$ cat src/rtl/spi_slave_rx.sv
// SPI mode-0 MSB-first slave receiver with simultaneous miso return byte.
// All SPI pins are oversampled and synchronized into the clk domain.
module spi_slave_rx #(
    parameter int DATA_W      = 8,
    parameter int SYNC_STAGES = 2
) (
    input  logic              clk,
    input  logic              rst,
    input  logic              sck,
    input  logic              mosi,
    input  logic              cs_n,
    input  logic [DATA_W-1:0] tx_data,
    output logic              miso,
    output logic              tx_load,
    output logic [DATA_W-1:0] rx_data,
    output logic              rx_valid,
    output logic              frame_err,
    output logic              busy
);

    localparam int CNT_W = (DATA_W > 2) ? $clog2(DATA_W) : 1;
    localparam logic [CNT_W-1:0] LAST_BIT = CNT_W'(DATA_W - 1);

    typedef enum logic [1:0] {
        WAIT_IDLE,
        IDLE,
        ACTIVE
    } state_t;

    logic [SYNC_STAGES-1:0] sck_sync_q;
    logic [SYNC_STAGES-1:0] mosi_sync_q;
    logic [SYNC_STAGES-1:0] cs_sync_q;
    logic                   sck_d_q;
    logic                   cs_d_q;

    state_t              state_q;
    logic [CNT_W-1:0]    bit_cnt_q;
    logic [DATA_W-1:0]   rx_shreg_q;
    logic [DATA_W-1:0]   rx_shreg_d;
    logic [DATA_W-1:0]   tx_shreg_q;
    logic [DATA_W-1:0]   rx_data_q;
    logic                rx_valid_q;
    logic                tx_load_q;
    logic                frame_err_q;
    logic                busy_q;

    logic sck_s;
    logic mosi_s;
    logic cs_n_s;
    logic sck_rise;
    logic sck_fall;
    logic cs_rise;
    logic cs_fall;

    // Chains reset low so a held-low cs_n after reset never looks idle.
    always_ff @(posedge clk) begin
        if (rst) begin
            sck_sync_q  <= '0;
            mosi_sync_q <= '0;
            cs_sync_q   <= '0;
            sck_d_q     <= 1'b0;
            cs_d_q      <= 1'b0;
        end else begin
            sck_sync_q  <= {sck_sync_q[SYNC_STAGES-2:0], sck};
            mosi_sync_q <= {mosi_sync_q[SYNC_STAGES-2:0], mosi};
            cs_sync_q   <= {cs_sync_q[SYNC_STAGES-2:0], cs_n};
            sck_d_q     <= sck_s;
            cs_d_q      <= cs_n_s;
        end
    end

    assign sck_s    = sck_sync_q[SYNC_STAGES-1];
    assign mosi_s   = mosi_sync_q[SYNC_STAGES-1];
    assign cs_n_s   = cs_sync_q[SYNC_STAGES-1];
    assign sck_rise = sck_s & ~sck_d_q;
    assign sck_fall = ~sck_s & sck_d_q;
    assign cs_rise  = cs_n_s & ~cs_d_q;
    assign cs_fall  = ~cs_n_s & cs_d_q;

    assign rx_shreg_d = {rx_shreg_q[DATA_W-2:0], mosi_s};

    always_ff @(posedge clk) begin
        if (rst) begin
            state_q     <= WAIT_IDLE;
            bit_cnt_q   <= '0;
            rx_shreg_q  <= '0;
            tx_shreg_q  <= '0;
            rx_data_q   <= '0;
            rx_valid_q  <= 1'b0;
            tx_load_q   <= 1'b0;
            frame_err_q <= 1'b0;
            busy_q      <= 1'b0;
        end else begin
            rx_valid_q  <= 1'b0;
            tx_load_q   <= 1'b0;
            frame_err_q <= 1'b0;
            unique case (state_q)
                WAIT_IDLE: begin
                    if (cs_n_s) begin
                        state_q <= IDLE;
                    end
                end
                IDLE: begin
                    if (cs_fall) begin
                        tx_shreg_q <= tx_data;
                        tx_load_q  <= 1'b1;
                        bit_cnt_q  <= '0;
                        busy_q     <= 1'b1;
                        state_q    <= ACTIVE;
                    end
                end
                ACTIVE: begin
                    // cs_n release wins over any same-cycle sck edge.
                    if (cs_rise) begin
                        frame_err_q <= (bit_cnt_q != '0);
                        bit_cnt_q   <= '0;
                        busy_q      <= 1'b0;
                        state_q     <= IDLE;
                    end else if (sck_rise) begin
                        rx_shreg_q <= rx_shreg_d;
                        if (bit_cnt_q == LAST_BIT) begin
                            rx_data_q  <= rx_shreg_d;
                            rx_valid_q <= 1'b1;
                            bit_cnt_q  <= '0;
                        end else begin
                            bit_cnt_q <= bit_cnt_q + 1'b1;
                        end
                    end else if (sck_fall) begin
                        if (bit_cnt_q == '0) begin
                            tx_shreg_q <= tx_data;
                            tx_load_q  <= 1'b1;
                        end else begin
                            tx_shreg_q <= {tx_shreg_q[DATA_W-2:0], 1'b0};
                        end
                    end
                end
                default: begin
                    state_q <= WAIT_IDLE;
                end
            endcase
        end
    end

    assign miso      = busy_q & tx_shreg_q[DATA_W-1];
    assign tx_load   = tx_load_q;
    assign rx_data   = rx_data_q;
    assign rx_valid  = rx_valid_q;
    assign frame_err = frame_err_q;
    assign busy      = busy_q;

endmodule

$ cat config.mk
export PLATFORM = sky130hd
export DESIGN_NAME = spi_slave_rx
export DESIGN_NICKNAME = d
export VERILOG_FILES = /design/src/rtl/spi_slave_rx.sv
export SDC_FILE = /design/constraint.sdc
export NUM_CORES = 1
export LEC_CHECK = 0
export ABC_CLOCK_PERIOD_IN_PS = 2600
export CAP_MARGIN = 20
export CORE_MARGIN = 4
export CORE_UTILIZATION = 44
export DETAILED_ROUTE_END_ITERATION = 8
export PLACE_DENSITY_LB_ADDON = 0.2
export SETUP_SLACK_MARGIN = 0.5
export SLEW_MARGIN = 20
export SYNTH_ARGS = -nofsm -noshare
export SYNTH_HDL_FRONTEND = slang
export SYNTH_SLANG_ARGS = --single-unit
$ cat constraint.sdc
create_clock -name clk -period 2.6 [get_ports clk]
set_input_delay 0.26 -clock clk [delete_from_list [all_inputs] [get_ports clk]]
set_output_delay 0.26 -clock clk [all_outputs]
set_load 0.02 [all_outputs]
**Word level (Yosys, flattened, before mapping)**

Cells that the tools add are included.

- Flip-flop bits (word level): 40
- Input port bits: 13
- Output and inout port bits: 13
- Logic and storage cells: 74

- $add $sub $neg: 1
- Equality and inequality tests: 10
- Mux-type cells: 25
- Bitwise logic cells: 12
- Reduce and logical (&&, ||, !) cells: 12

Operator list:

| operator | count |
|---|---|
| $mux W8 | 5 |
| $pmux W8 S2 | 1 |
| $mux W3 | 4 |
| $ne A2 B2 Y1 const B | 6 |
| $reduce_and A3 Y1 | 4 |
| $mux W1 | 8 |
| $not A1 Y1 | 7 |
| $mux W2 | 3 |
| $pmux W2 S3 | 1 |
| $pmux W3 S2 | 1 |
| $and A1 B1 Y1 | 5 |
| $reduce_and A5 Y1 | 1 |
| $pmux W1 S2 | 2 |
| $reduce_and A4 Y1 | 1 |
| $reduce_or A4 Y1 | 1 |
| $add A3 B1 Y3 const B | 1 |
| $eq A3 B3 Y1 const B | 1 |
| $logic_not A3 Y1 | 1 |
| $ne A3 B3 Y1 const B | 1 |
| $reduce_bool A3 Y1 | 1 |
| $reduce_or A3 Y1 | 1 |
| $eq A2 B1 Y1 const B | 1 |
| $eq A2 B2 Y1 const B | 1 |
| $logic_not A2 Y1 | 1 |
| $reduce_bool A2 Y1 | 1 |

**Longest topological paths before layout**

Gate-level depths: netlist (run 1).

- Depth in word-level cells: 6
- Gate-level depth with buffers: 9
- Mapped depth without buffers: 6

**Worst setup path before layout (run 1)**

Ideal clock, no wire load.

- Path type: flip-flop to flip-flop
- Start point: reg state_q[0]
- End point: reg tx_shreg_q[1]
- Library setup time: 88 ps
- Arrival time: 1752 ps
- Required time: 2512 ps
- Slack: 760 ps
- Stages on the path, launching flop included: 10
- Buffers on the path: 3
- Period minus slack after synthesis: 1840 ps
- Path through: dfxtp_1 inv_1 ha_1 buf_6 and3b_1 and3_4 buf_6 or2_1 buf_6 a311oi_2

- Longest elaborated chain between the ends: 3
- Elaborated cells on any way between the ends: 9
- Those cells by class: 6 x eq/ne; 1 x mux; 2 x reduce/logical

Ends and longest elaborated chain:

| item | RTL line | RTL |
|---|---|---|
| from (decl) | 36 | `state_t state_q;` |
| from (signal assigned) | 84 | `state_q <= WAIT_IDLE;` |
| from (signal assigned) | 100 | `state_q <= IDLE;` |
| from (signal assigned) | 109 | `state_q <= ACTIVE;` |
| $eq A2 B2 Y1 or $eq A2 B1 Y1 (tied branches) | 97 | `unique case (state_q)` |
| $ne A2 B2 Y1 (no line) or $reduce_bool A2 Y1 (tied branches) | - |  |
| $reduce_and A5 Y1 (no line) | - |  |
| to (signal assigned) | 105 | `tx_shreg_q <= tx_data;` |
| to (signal assigned) | 130 | `tx_shreg_q <= tx_data;` |
| to (signal assigned) | 133 | `tx_shreg_q <= {tx_shreg_q[DATA_W-2:0], 1'b0};` |
| to (decl) | 40 | `logic [DATA_W-1:0] tx_shreg_q;` |

Several ways; a longest one is shown, not always the timed one.
A chain may end at the register's enable or synchronous reset.

**Final worst setup path (run 1)**

- Start point: reg state_q[0]
- End point: reg tx_shreg_q[5]

The elaborated chain is that of the path after synthesis.

==> results.md, run 1 <==
| Item | Value | Unit |
| --- | --- | --- |
| Path category of the worst min-delay check | flip-flop to flip-flop | - |
| Core box area | 0.00377 | sq mm |
| IO Pins | 26 | - |
| Via count of the first global-routing pass | 1301 | - |
| Primary FF master, synth | sky130_fd_sc_hd__dfxtp_1 | - |
| Met3 capacity usage during global routing | 4.77 | % |
| Count of buffers inserted at the top-level ports | 25 | - |
| Cells after synthesis | 184 | - |
| Share of async-settable or async-resettable flops after synthesis | 0 | % |
| H-tree levels | 2 | - |
| Source of the worst hold timing path | mosi_sync_q[0] | - |
| Adder and majority gate portion of the synthesized area | 5.62 | % |
| Static leakage | 0.000757 | uW |
| Startpoint-to-endpoint class of the critical path | flip-flop to flip-flop | - |
| Fraction of the yosys area taken by sequential cells | 45.0 | % |
| Post-synthesis cell area | 0.00178 | sq mm |
| Number of hold violations in the final report | 0 | - |
| Arrival time of the worst setup path | 2.11 | ns |
| Min-Delay Endpoint | mosi_sync_q[1] | - |
| CTS buffer count | 5 | - |
| Fraction of the mapped netlist area in simple logic gates | 22.1 | % |
| Top post-synthesis cells by area | sky130_fd_sc_hd__dfxtp_1 45%, sky130_fd_sc_hd__mux2i_1 10%, sky130_fd_sc_hd__a311oi_2 5.9% | - |
| Wire length reported by the detailed router | 3390 | um |
| Status | finished clean | - |
| Portion of total power attributed to the clock network | 32.3 | % |
| Kind of end point of the critical path | flip-flop | - |
| Syn nets | 205 | - |
| Worst R2R End | tx_shreg_q[5] | - |
| Share of cells above drive strength 1 | 10.1 | % |
| Count of cells along the worst hold path | 1 | - |
| Met1 Track Usage GR | 17.4 | % |
| Proportion of power drawn by flip-flops and latches | 49.4 | % |
| Clock tree root driver cell | sky130_fd_sc_hd__clkbuf_8 | - |
| Antenna-violating nets left | 0 | - |
| Largest net degree at the start of global routing | 25 | - |
| CTS tree | yes | - |
| Share of synthesized area spent on multiplexers | 10.1 | % |
| Synth Area in Compound Gates | 11.7 | % |
| Max-capacitance violation count | 0 | - |
| Total number of vias | 1362 | - |
| Total number of placement rows | 22 | - |
| Switching part of the total | 28.2 | % |
| Power Internal | 977 | uW |
| Power density of the placed cells | 635 | mW/mm^2 |
| Iteration-0 DRC Markers | 56 | - |
| Antenna fix cells | 0 | - |
| Count of endpoints failing setup in the final report | 0 | - |
| Overall global routing resource usage | 14.3 | % |
| Cell type with the highest aggregate area in the netlist | sky130_fd_sc_hd__dfxtp_1 | - |
| Nets | 228 | - |
| M2 GR Usage | 23.6 | % |
| Clock sinks | 40 | - |
| Worst reg2reg path startpoint | state_q[0] | - |
| Highest clock frequency the design can meet | 522 | MHz |
| Portion of total power attributed to combinational logic | 18.3 | % |
| Setup Skew | 0.00609 | ns |
| Buffers from clock root to sink, at most | 2 | - |
| Effective utilization at floorplan | 47.2 | % |
| Remaining Overflow, GRT | 0 | - |
| Max-slew violations | 0 | - |
| Die extent in x | 71.6 | um |
| Drt via density | 5.32 | - |
| Post CTS Setup Buffer Count | 0 | - |
| Worst slew margin | 50.3 | % |
| Measured slew at the worst slew-check pin | 0.743 | ns |
| Highest-utilization routing layer at the global route stage | met2 | - |
| Count of different cell masters after synthesis | 30 | - |
| Most frequently used cell type in the post-synthesis netlist | sky130_fd_sc_hd__dfxtp_1 | - |
| Setup slack of the most critical reg-to-reg path | 0.68 | ns |
| Number of iterations in the first detailed-routing pass | 4 | - |
| Xor and xnor fraction of the mapped netlist area | 0 | % |
| Main combinational cell family by area after synthesis | simple AND/OR/NAND/NOR gates | - |
| Worst skew pair latency | 0.29 | ns |
| Critical Path Start Type | flip-flop | - |
| Total die area | 0.00513 | sq mm |
| Required arrival time at the worst endpoint | 2.80 | ns |
| Final Critical Period | 1.92 | ns |
| WL per Instance | 13.2 | um |
| DRC violations left | 0 | - |
| Period utilisation layout | 73.7 | % |
| Floorplan die height | 71.6 | um |
| Number of flops mapped to enable cells by yosys | 0 | - |
| Summed negative setup slack over all endpoints | 0 | ns |
| Synth top area share | 45.0 | % |
| Maximum fanout encountered on the critical timing path | 19 | - |
| Final total power | 1360 | uW |
| Number of synthesized register bits | 40 | - |
| Antenna violations before repair | 0 | - |
| Power spent charging and discharging nets | 383 | uW |
| Length in cells of the worst reg-to-reg path | 7 | - |
| Area growth from synthesis to layout | 20.3 | % |
| Routability-driven placement congestion ratio | 0.801 | - |
| Peak supply drop | 369 | uV |
| Ranking of synthesized cells by instance count | 40 x sky130_fd_sc_hd__dfxtp_1, 18 x sky130_fd_sc_hd__mux2i_1, 18 x sky130_fd_sc_hd__nor2_1 | - |
| HPWL after detailed placement | 2490 | um |
| Average cell area after synthesis | 9.68 | sq um |
| RSZ-0062 raised after global routing | no | - |
| Number of warnings issued by yosys | 0 | - |
| Global-route wire length before repair | 5850 | um |
| Clk pin slew, worst setup/hold paths | 0.08 | ns |
==> worst max-delay path: stages, from the launching register on <==
cell and delay, ns:
sky130_fd_sc_hd__dfxtp_1 0.36, sky130_fd_sc_hd__inv_1 0.10, sky130_fd_sc_hd__ha_2 0.41, sky130_fd_sc_hd__mux2i_1 0.19, sky130_fd_sc_hd__a211oi_4 0.25, sky130_fd_sc_hd__buf_4 0.19, sky130_fd_sc_hd__nor3_1 0.07, sky130_fd_sc_hd__a311oi_2 0.25
==> through the flow <==
step           instance area, sq um  instances  hold WS, ns  util (%)  setup WS, ns
3_3_place_gp                   2040        248        0.420      54.1         0.482
2_1_floorplan                  1780        184        0.388         -         0.760
5_1_grt                        2140        256        0.459      56.8         0.515
3_5_place_dp                   2040        248        0.426      54.1         0.366
4_1_cts                        2140        256        0.445      56.7         0.543
6_report                       2140        256        0.440      56.8         0.685
==> power by group through the flow <==
stage,registers (uW),logic (uW),clock network [uW]
floorplan,681,194,0
global placement,684,235,0
CTS,672,246,454
finish,672,249,439
global route,677,274,479
detailed placement,686,243,0
==> worst max path at each step <==
stage | slack (ns) | from | end | depth (start not counted)
floorplan | 0.76 | state_q[0] | tx_shreg_q[1] | 9
CTS | 0.54 | state_q[0] | tx_shreg_q[5] | 6
detailed placement | 0.37 | state_q[0] | tx_shreg_q[5] | 6
global placement | 0.48 | state_q[0] | tx_shreg_q[5] | 6
finish | 0.68 | state_q[0] | tx_shreg_q[5] | 7
global route | 0.52 | state_q[0] | tx_shreg_q[5] | 7
==> kinds of logic after synthesis <==
family / count (synthesis)
fa+ha+maj: 8
compound gates: 22
flops: 40
simple gates: 77
mux: 18
buf+inv: 19
==> flip-flops by register name, indices dropped and copies added (netlist names) <==
name and flops:
frame_err 1, tx_load 1, cs_d_q 1, rx_valid 1, tx_shreg_q 8, rx_shreg_q 7, rx_data 8, sck_sync_q 2
bit_cnt_q 3, mosi_sync_q 2, sck_d_q 1, busy 1, cs_sync_q 2, state_q 2
==> routing by layer <==
layer	wire, um	vias up
met3	137	6
li1	-	681
met4	47	0
met5	0	-
met2	1690	27
met1	1510	648
==> what timing repair did <==
item	in CTS	in global routing
resized for setup	1	1
endpoints found under the setup margin	10	8
hold buffers	0	0
==> placed cells by master, fill, tap and decap left out <==
cell,n
sky130_fd_sc_hd__a211oi_4,1
sky130_fd_sc_hd__a21oi_1,4
sky130_fd_sc_hd__a22oi_1,2
sky130_fd_sc_hd__a311oi_2,7
sky130_fd_sc_hd__and2_1,3
sky130_fd_sc_hd__and3_1,1
sky130_fd_sc_hd__and3_4,1
sky130_fd_sc_hd__and3b_1,1
sky130_fd_sc_hd__and4_1,1
sky130_fd_sc_hd__buf_4,2
sky130_fd_sc_hd__clkbuf_8,6
sky130_fd_sc_hd__clkdlybuf4s50_1,25
sky130_fd_sc_hd__clkinvlp_4,2
sky130_fd_sc_hd__dfxtp_1,40
sky130_fd_sc_hd__ha_1,7
sky130_fd_sc_hd__ha_2,1
sky130_fd_sc_hd__inv_1,8
sky130_fd_sc_hd__mux2i_1,18
sky130_fd_sc_hd__nand2_1,12
sky130_fd_sc_hd__nand2b_1,4
sky130_fd_sc_hd__nand3_1,11
sky130_fd_sc_hd__nand4_1,2
sky130_fd_sc_hd__nor2_1,18
sky130_fd_sc_hd__nor2b_1,12
sky130_fd_sc_hd__nor3_1,8
sky130_fd_sc_hd__nor3b_1,1
sky130_fd_sc_hd__o2111ai_1,1
sky130_fd_sc_hd__o211ai_1,2
sky130_fd_sc_hd__o21ai_0,4
sky130_fd_sc_hd__o21ai_1,1
sky130_fd_sc_hd__or2_4,1
sky130_fd_sc_hd__or3_1,1
==> layout make-up <==
class	instances	area [sq um]
multi-input combinational	125	888
timing repair buffer	27	265
clock buffer	6	82.6
clock inverter	2	15.0
sequential	40	801
tap	48	60.1
fill	331	1630
inverter	8	30.0
Note: power is estimated with default switching activity, not from simulation.
==> inputs of run 2 (changes only) <==
--- a/config.mk
+++ b/config.mk
@@ -5,7 +5,7 @@
 export SDC_FILE = /design/constraint.sdc
 export NUM_CORES = 1
 export LEC_CHECK = 0
-export ABC_CLOCK_PERIOD_IN_PS = 2600
+export ABC_CLOCK_PERIOD_IN_PS = 1700
 export CAP_MARGIN = 20
 export CORE_MARGIN = 4
 export CORE_UTILIZATION = 44
==> constraint.sdc (replaced) <==
create_clock -name clk -period 1.7 [get_ports clk]
set_input_delay 0.17 -clock clk [delete_from_list [all_inputs] [get_ports clk]]
set_output_delay 0.17 -clock clk [all_outputs]
set_load 0.02 [all_outputs]
==> run 2 against run 1 <==
  * Utilization grew 9.1 points
  * Maximum frequency is 22% higher
  * Non-clock buffer count rose by 22
  * Global-route usage grew 2.1 points
  * Largest cell class unchanged
  * Largest power group unchanged
  * Highest routed layer unchanged
==> results.md, run 2 (synthesis gave the netlist of run 1 again) <==
| Item | Value | Unit | Delta |
| --- | --- | --- | --- |
| Status | finished clean | - |  |
| Arrival time of the worst setup path | 1.80 | ns | -0.31 ns |
| Source of the worst hold timing path | sck | - |  |
| Total number of placement rows | 22 | - | unchanged |
| CTS buffer count | 5 | - | unchanged |
| Met1 Track Usage GR | 18.8 | % | +1.3 points |
| H-tree levels | 2 | - | unchanged |
| Clk pin slew, worst setup/hold paths | 0.08 | ns | about the same |
| Core box area | 0.00377 | sq mm | unchanged |
| Worst reg2reg path startpoint | state_q[0] | - |  |
| Fin area | 0.00248 | sq mm | +16% |
| Area growth from synthesis to layout | 39.5 | % |  |
| Global-route wire length before repair | 6610 | um | +13% |
| Placed Area | 0.00212 | sq mm | +3.7% |
| Most common cell after layout, fill and taps aside | sky130_fd_sc_hd__dfxtp_1 | - |  |
| Max-slew violations | 0 | - | unchanged |
| IO Pins | 26 | - | unchanged |
| Worst skew pair latency | 0.29 | ns | about the same |
| Highest-utilization routing layer at the global route stage | met2 | - |  |
| Routability-driven placement congestion ratio | 0.859 | - | +7.3% |
| Clock sinks | 40 | - | unchanged |
| Nets | 250 | - | +9.6% |
| Critical Path Start Type | flip-flop | - |  |
| Antenna fix cells | 0 | - | unchanged |
| Reg area | 813 | sq um | +1.6% |
| Hold slack final | 0.425 | ns | -0.0148 ns |
| Final Critical Period | 1.57 | ns | -0.349 ns |
| Antenna-violating nets left | 0 | - | unchanged |
| RSZ-0062 raised after global routing | yes | - |  |
| WL per Instance | 14.9 | um | +13% |
| Critical Path Slowest Stage Cell | sky130_fd_sc_hd__dfxtp_4 | - |  |
| Antenna violations before repair | 0 | - | unchanged |
| Largest net degree at the start of global routing | 20 | - | -20% |
| Remaining Overflow, GRT | 0 | - | unchanged |
| Launching instance or port of the critical path | state_q[0] | - |  |
| Effective utilization at floorplan | 47.2 | % | unchanged |
| Static leakage | 0.000997 | uW | +32% |
| Required arrival time at the worst endpoint | 1.93 | ns | -0.87 ns |
| Met3 capacity usage during global routing | 5.47 | % | +0.70 points |
| Iteration-0 DRC Markers | 71 | - | +27% |
| Via count of the first global-routing pass | 1464 | - | +13% |
| Area used by multi-input combinational logic | 0.00101 | sq mm | +13% |
| HPWL after detailed placement | 2640 | um | +5.7% |
| Worst slew margin | 72.7 | % | +22 points |
| Critical path, cell by cell | inv_4 > ha_4 > and3b_1 > and3_4 > or2_4 > buf_4 > o21ai_2 | - |  |
| Measured slew at the worst slew-check pin | 0.408 | ns | -0.335 ns |
| Power density of the placed cells | 1010 | mW/mm^2 | +58% |
| Number of inserted filler cells in the final layout | 271 | - | -18% |
| Path category of the worst min-delay check | primary input to flip-flop | - |  |
| CTS tree | yes | - |  |
| Setup Skew | 0.00439 | ns | -0.00170 ns |
| Period utilisation layout | 92.1 | % | +18 points |
| Clock tree root driver cell | sky130_fd_sc_hd__clkbuf_8 | - |  |
| Max-capacitance violation count | 0 | - | unchanged |
| Most frequent cells in the layout | 34 x sky130_fd_sc_hd__dfxtp_1, 17 x sky130_fd_sc_hd__mux2i_1, 17 x sky130_fd_sc_hd__nor2_1 | - |  |
| Wire length reported by the detailed router | 4160 | um | +23% |
| DRC violations left | 0 | - | unchanged |
| Die extent in x | 71.6 | um | unchanged |
| Buffers from clock root to sink, at most | 2 | - | unchanged |
| Cell count after placement | 256 | - | +3.2% |
| M2 GR Usage | 27.8 | % | +4.2 points |
| Number of iterations in the first detailed-routing pass | 4 | - | unchanged |
| Floorplan die height | 71.6 | um | unchanged |
| Highest clock frequency the design can meet | 638 | MHz | +22% |
| Overall global routing resource usage | 16.3 | % | +2.1 points |
| Worst path max stage delay | 0.39 | ns | -0.02 ns |
| Maximum fanout encountered on the critical timing path | 8 | - | -11 |
| Count of buffers inserted at the top-level ports | 25 | - | unchanged |
| Kind of end point of the critical path | flip-flop | - |  |
| Count of endpoints failing setup in the final report | 0 | - | unchanged |
| Number of hold violations in the final report | 0 | - | unchanged |
| Share of cells above drive strength 1 | 30.4 | % | +20 points |
| Total die area | 0.00513 | sq mm | unchanged |
| Number of standard cells in the layout, taps in and fillers out | 278 | - | +8.6% |
| Drt via density | 5.48 | - | +3.0% |
| Peak supply drop | 611 | uV | +66% |
| Startpoint-to-endpoint class of the critical path | flip-flop to flip-flop | - |  |
| Total number of vias | 1524 | - | +12% |
| Number of buffers inserted for hold repair after clock tree synthesis | 0 | - | unchanged |
==> run 2: cell types whose count changed in the layout (fill, tap and decap cells not counted), moves of 3 or more <==
cell / delta
sky130_fd_sc_hd__o21ai_1: +3
sky130_fd_sc_hd__dfxtp_1: -6
sky130_fd_sc_hd__buf_6: +6
sky130_fd_sc_hd__o21ai_0: -4
sky130_fd_sc_hd__inv_1: -4
sky130_fd_sc_hd__dlygate4sd2_1: +12
sky130_fd_sc_hd__clkdlybuf4s50_1: -13
sky130_fd_sc_hd__ha_4: +3
sky130_fd_sc_hd__buf_4: +14
sky130_fd_sc_hd__dfxtp_2: +4
==> run 2: worst paths after layout <==
check	endpoint	cells after the start	slack (ns)
hold / removal	sck_sync_q[0]	2	0.43
setup / recovery	tx_shreg_q[0]	7	0.13
setup reg to reg	tx_shreg_q[0]	7	0.13
hold reg to reg	cs_sync_q[1]	1	0.44
==> run 2: cell type report <==
| cell class | instances | area share [%] |
|---|---|---|
| Sequential cell | 40 | 32.7 |
| Multi-Input combinational cell | 125 | 40.5 |
| Clock buffer | 6 | 3.32 |
| Clock inverter | 2 | 1.56 |
| Inverter | 8 | 1.41 |
| Tap cell | 48 | 2.42 |
| Timing Repair Buffer | 49 | 18.0 |
==> run 2: report_power, final <==
group          switching, uW  total [uW]  internal, uW
Clock                    337         817           480
Sequential              53.1        1050           997
Combinational            294         628           334
==> run 2: through the flow <==
stage / utilization [%] / worst slack, ns / power (uW) / TNS [ns]
6_report: 65.9 / 0.134 / 2500 / 0
5_1_grt: 65.9 / 0.0863 / 2610 / 0
4_1_cts: 63.6 / 0.106 / 2420 / 0
3_5_place_dp: 56.1 / -0.147 / 1470 / -1.04
3_3_place_gp: 56.1 / -0.0310 / 1450 / -0.210
2_1_floorplan: - / -0.0286 / 1350 / -0.200
==> run 2: critical path, delay by kind of cell, from the launching register on <==
family	cells	cell delay [ns]
fa+ha+maj	1	0.18
flops	1	0.39
simple gates	3	0.63
compound gates	1	0.10
buf+inv	2	0.20
==> run 2: what timing repair did <==
action                     4_1_cts  5_1_grt
buffers inserted                 6        7
setup endpoints to repair       44       32
hold endpoints to repair         0        0
resized for setup               52       12
cloned                           1        0
pin swaps                        9       12
==> run 2: routing by layer <==
metal / share of wire [%] / vias up
li1: - / 728
met1: 40 / 725
met2: 51 / 54
met3: 5.6 / 17
met4: 2.6 / 0
met5: 0 / -
==> inputs of run 3 (changes only) <==
--- a/config.mk
+++ b/config.mk
@@ -10,8 +10,9 @@
 export CORE_MARGIN = 4
 export CORE_UTILIZATION = 44
 export DETAILED_ROUTE_END_ITERATION = 8
+export GPL_TIMING_DRIVEN = 0
 export PLACE_DENSITY_LB_ADDON = 0.2
-export SETUP_SLACK_MARGIN = 0.5
+export SETUP_SLACK_MARGIN = 0.1
 export SLEW_MARGIN = 20
 export SYNTH_ARGS = -nofsm -noshare
 export SYNTH_HDL_FRONTEND = slang
==> run 3 against run 2 <==
  * Routed wire length decreased by 10%
  * Sequential cell count unchanged
  * Clock-buffer cell count decreased by 1
  * Worst setup slack got worse by 0.13 ns
  * Register-to-register slack got worse by 0.13 ns
  * Sequential share of layout area increased by 1.7 points
  * Total power decreased by 13%
  * Sequential power about the same
  * First-iteration DRC count increased by 4.2%
  * Utilization decreased by 3.9 points
  * Critical path depth unchanged
==> results.md, run 3 (synthesis gave the netlist of run 1 again) <==
| Item | Value | Unit | Delta |
| --- | --- | --- | --- |
| Status | finished clean | - |  |
| Iteration-0 DRC Markers | 74 | - | +4.2% |
| Required arrival time at the worst endpoint | 1.90 | ns | -0.03 ns |
| Path category of the worst min-delay check | primary input to flip-flop | - |  |
| Count of buffers inserted at the top-level ports | 25 | - | unchanged |
| Placed Area | 0.00210 | sq mm | -0.53% |
| CTS tree | yes | - |  |
| Final Critical Period | 1.70 | ns | +0.132 ns |
| Effective utilization at floorplan | 47.2 | % | unchanged |
| Largest net degree at the start of global routing | 13 | - | -35% |
| Max-slew violations | 0 | - | unchanged |
| Antenna-violating nets left | 0 | - | unchanged |
| Worst slew margin | 70.7 | % | -2.0 points |
| Critical Path Start Type | flip-flop | - |  |
| Antenna fix cells | 0 | - | unchanged |
| Kind of end point of the critical path | flip-flop | - |  |
| Measured slew at the worst slew-check pin | 0.440 | ns | +0.0316 ns |
| Drt via density | 5.23 | - | -4.5% |
| Highest clock frequency the design can meet | 589 | MHz | -7.8% |
| Number of iterations in the first detailed-routing pass | 4 | - | unchanged |
| Final total power | 2180 | uW | -13% |
| HPWL after detailed placement | 2570 | um | -2.6% |
| Remaining Overflow, GRT | 0 | - | unchanged |
| Global-route wire length before repair | 6490 | um | -1.8% |
| Number of buffers inserted for hold repair after clock tree synthesis | 0 | - | unchanged |
| Share of the core filled with cells in the final layout | 62.0 | % | -3.9 points |
| Peak supply drop | 642 | uV | +5.1% |
| Area growth from synthesis to layout | 31.3 | % |  |
| Power density of the placed cells | 932 | mW/mm^2 | -7.2% |
| Number of inserted filler cells in the final layout | 298 | - | +10% |
| Arrival time of the worst setup path | 1.90 | ns | +0.10 ns |
| Via count of the first global-routing pass | 1485 | - | +1.4% |
| Setup Skew | 0.00459 | ns | +0.000200 ns |
| Buffers from clock root to sink, at most | 2 | - | unchanged |
| Total number of placement rows | 22 | - | unchanged |
| Static leakage | 0.000872 | uW | -13% |
| WL per Instance | 13.5 | um | -9.9% |
| Maximum fanout encountered on the critical timing path | 8 | - | unchanged |
| Wire length reported by the detailed router | 3730 | um | -10% |
| Count of endpoints failing setup in the final report | 0 | - | unchanged |
| CTS buffer count | 5 | - | unchanged |
| Routability-driven placement congestion ratio | 0.783 | - | -8.8% |
| Most common cell after layout, fill and taps aside | sky130_fd_sc_hd__dfxtp_1 | - |  |
| Period utilisation layout | 99.9 | % | +7.8 points |
| Total die area | 0.00513 | sq mm | unchanged |
| Core box area | 0.00377 | sq mm | unchanged |
| DRC violations left | 0 | - | unchanged |
| Most frequent cells in the layout | 38 x sky130_fd_sc_hd__dfxtp_1, 24 x sky130_fd_sc_hd__clkdlybuf4s50_1, 18 x sky130_fd_sc_hd__nor2_1 | - |  |
| Clock tree root driver cell | sky130_fd_sc_hd__clkbuf_8 | - |  |
| RSZ-0062 raised after global routing | yes | - |  |
| Die extent in x | 71.6 | um | unchanged |
| Nets | 250 | - | unchanged |
| Antenna violations before repair | 0 | - | unchanged |
| Startpoint-to-endpoint class of the critical path | flip-flop to flip-flop | - |  |
| Clk pin slew, worst setup/hold paths | 0.08 | ns | about the same |
| H-tree levels | 2 | - | unchanged |
| Share of cells above drive strength 1 | 21.0 | % | -9.5 points |
| Overall global routing resource usage | 15.8 | % | -0.55 points |
| Worst skew pair latency | 0.28 | ns | about the same |
| Total number of vias | 1450 | - | -4.9% |
| IO Pins | 26 | - | unchanged |
| Max-capacitance violation count | 0 | - | unchanged |
| Fin area | 0.00234 | sq mm | -5.9% |
| Clock sinks | 40 | - | unchanged |
| Number of hold violations in the final report | 0 | - | unchanged |
| Floorplan die height | 71.6 | um | unchanged |
## run 3: metal layers
metal  vias up  global-route usage, %  share of wire (%)
met5         -                      0                  0
met4         0                   7.72                2.3
met3        10                   3.65                4.5
met2        40                   26.5                 49
met1       676                   18.9                 44
li1        724                      -                  -
## run 3: cell type report
cell class	count	area [sq um]	share of cell area, %
clock buffer	5	68.8	2.94
sequential	40	806	34.5
buffer	9	52.6	2.25
multi-input combinational	125	936	40.0
timing repair buffer	40	369	15.8
inverter	8	32.5	1.39
clock inverter	2	12.5	0.535
tap	48	60.1	2.57
## run 3: timing repair
| item | in CTS | in global routing |
|---|---|---|
| setup buffers | 14 | 2 |
| endpoints found under the hold margin | 0 | 0 |
| resized for setup | 13 | 12 |
| pin swaps | 6 | 8 |
| endpoints found under the setup margin | 13 | 33 |
## run 3: critical path, stage by stage, from the launching register on
cell and delay (ns):
sky130_fd_sc_hd__dfxtp_4 0.38, sky130_fd_sc_hd__inv_4 0.04, sky130_fd_sc_hd__ha_4 0.18, sky130_fd_sc_hd__and3b_1 0.19
sky130_fd_sc_hd__and3_4 0.20, sky130_fd_sc_hd__or2_1 0.23, sky130_fd_sc_hd__buf_6 0.15, sky130_fd_sc_hd__a311oi_2 0.25
## run 3: path summary, 6_finish.rpt
path                              startpoint       endpoint  slack (ns)  cells after the start
worst max-delay path              state_q[0]  tx_shreg_q[5]       0.002                      7
worst min-delay path                    cs_n   cs_sync_q[0]        0.44                      2
worst max register to register    state_q[0]  tx_shreg_q[5]       0.002                      7
worst min register to register  cs_sync_q[0]   cs_sync_q[1]        0.44                      1
## run 3: metrics by stage
step / worst slack [ns] / hold WS (ns) / cells / TNS, ns
after floorplan: -0.0286 / 0.298 / 184 / -0.201
after global placement: -0.156 / 0.423 / 257 / -1.41
after detailed placement: -0.205 / 0.426 / 257 / -1.96
final: 0.00175 / 0.435 / 277 / 0
after global routing: -0.0765 / 0.451 / 277 / -0.221
after CTS: -0.00516 / 0.430 / 276 / -0.0102
## run 3: report_power, final
group          internal [uW]  leakage (uW)  switching [uW]
registers                996      0.000325            44.7
clock network            278     0.0000400             314
logic                    285      0.000507             261
total                   1560      0.000872             620
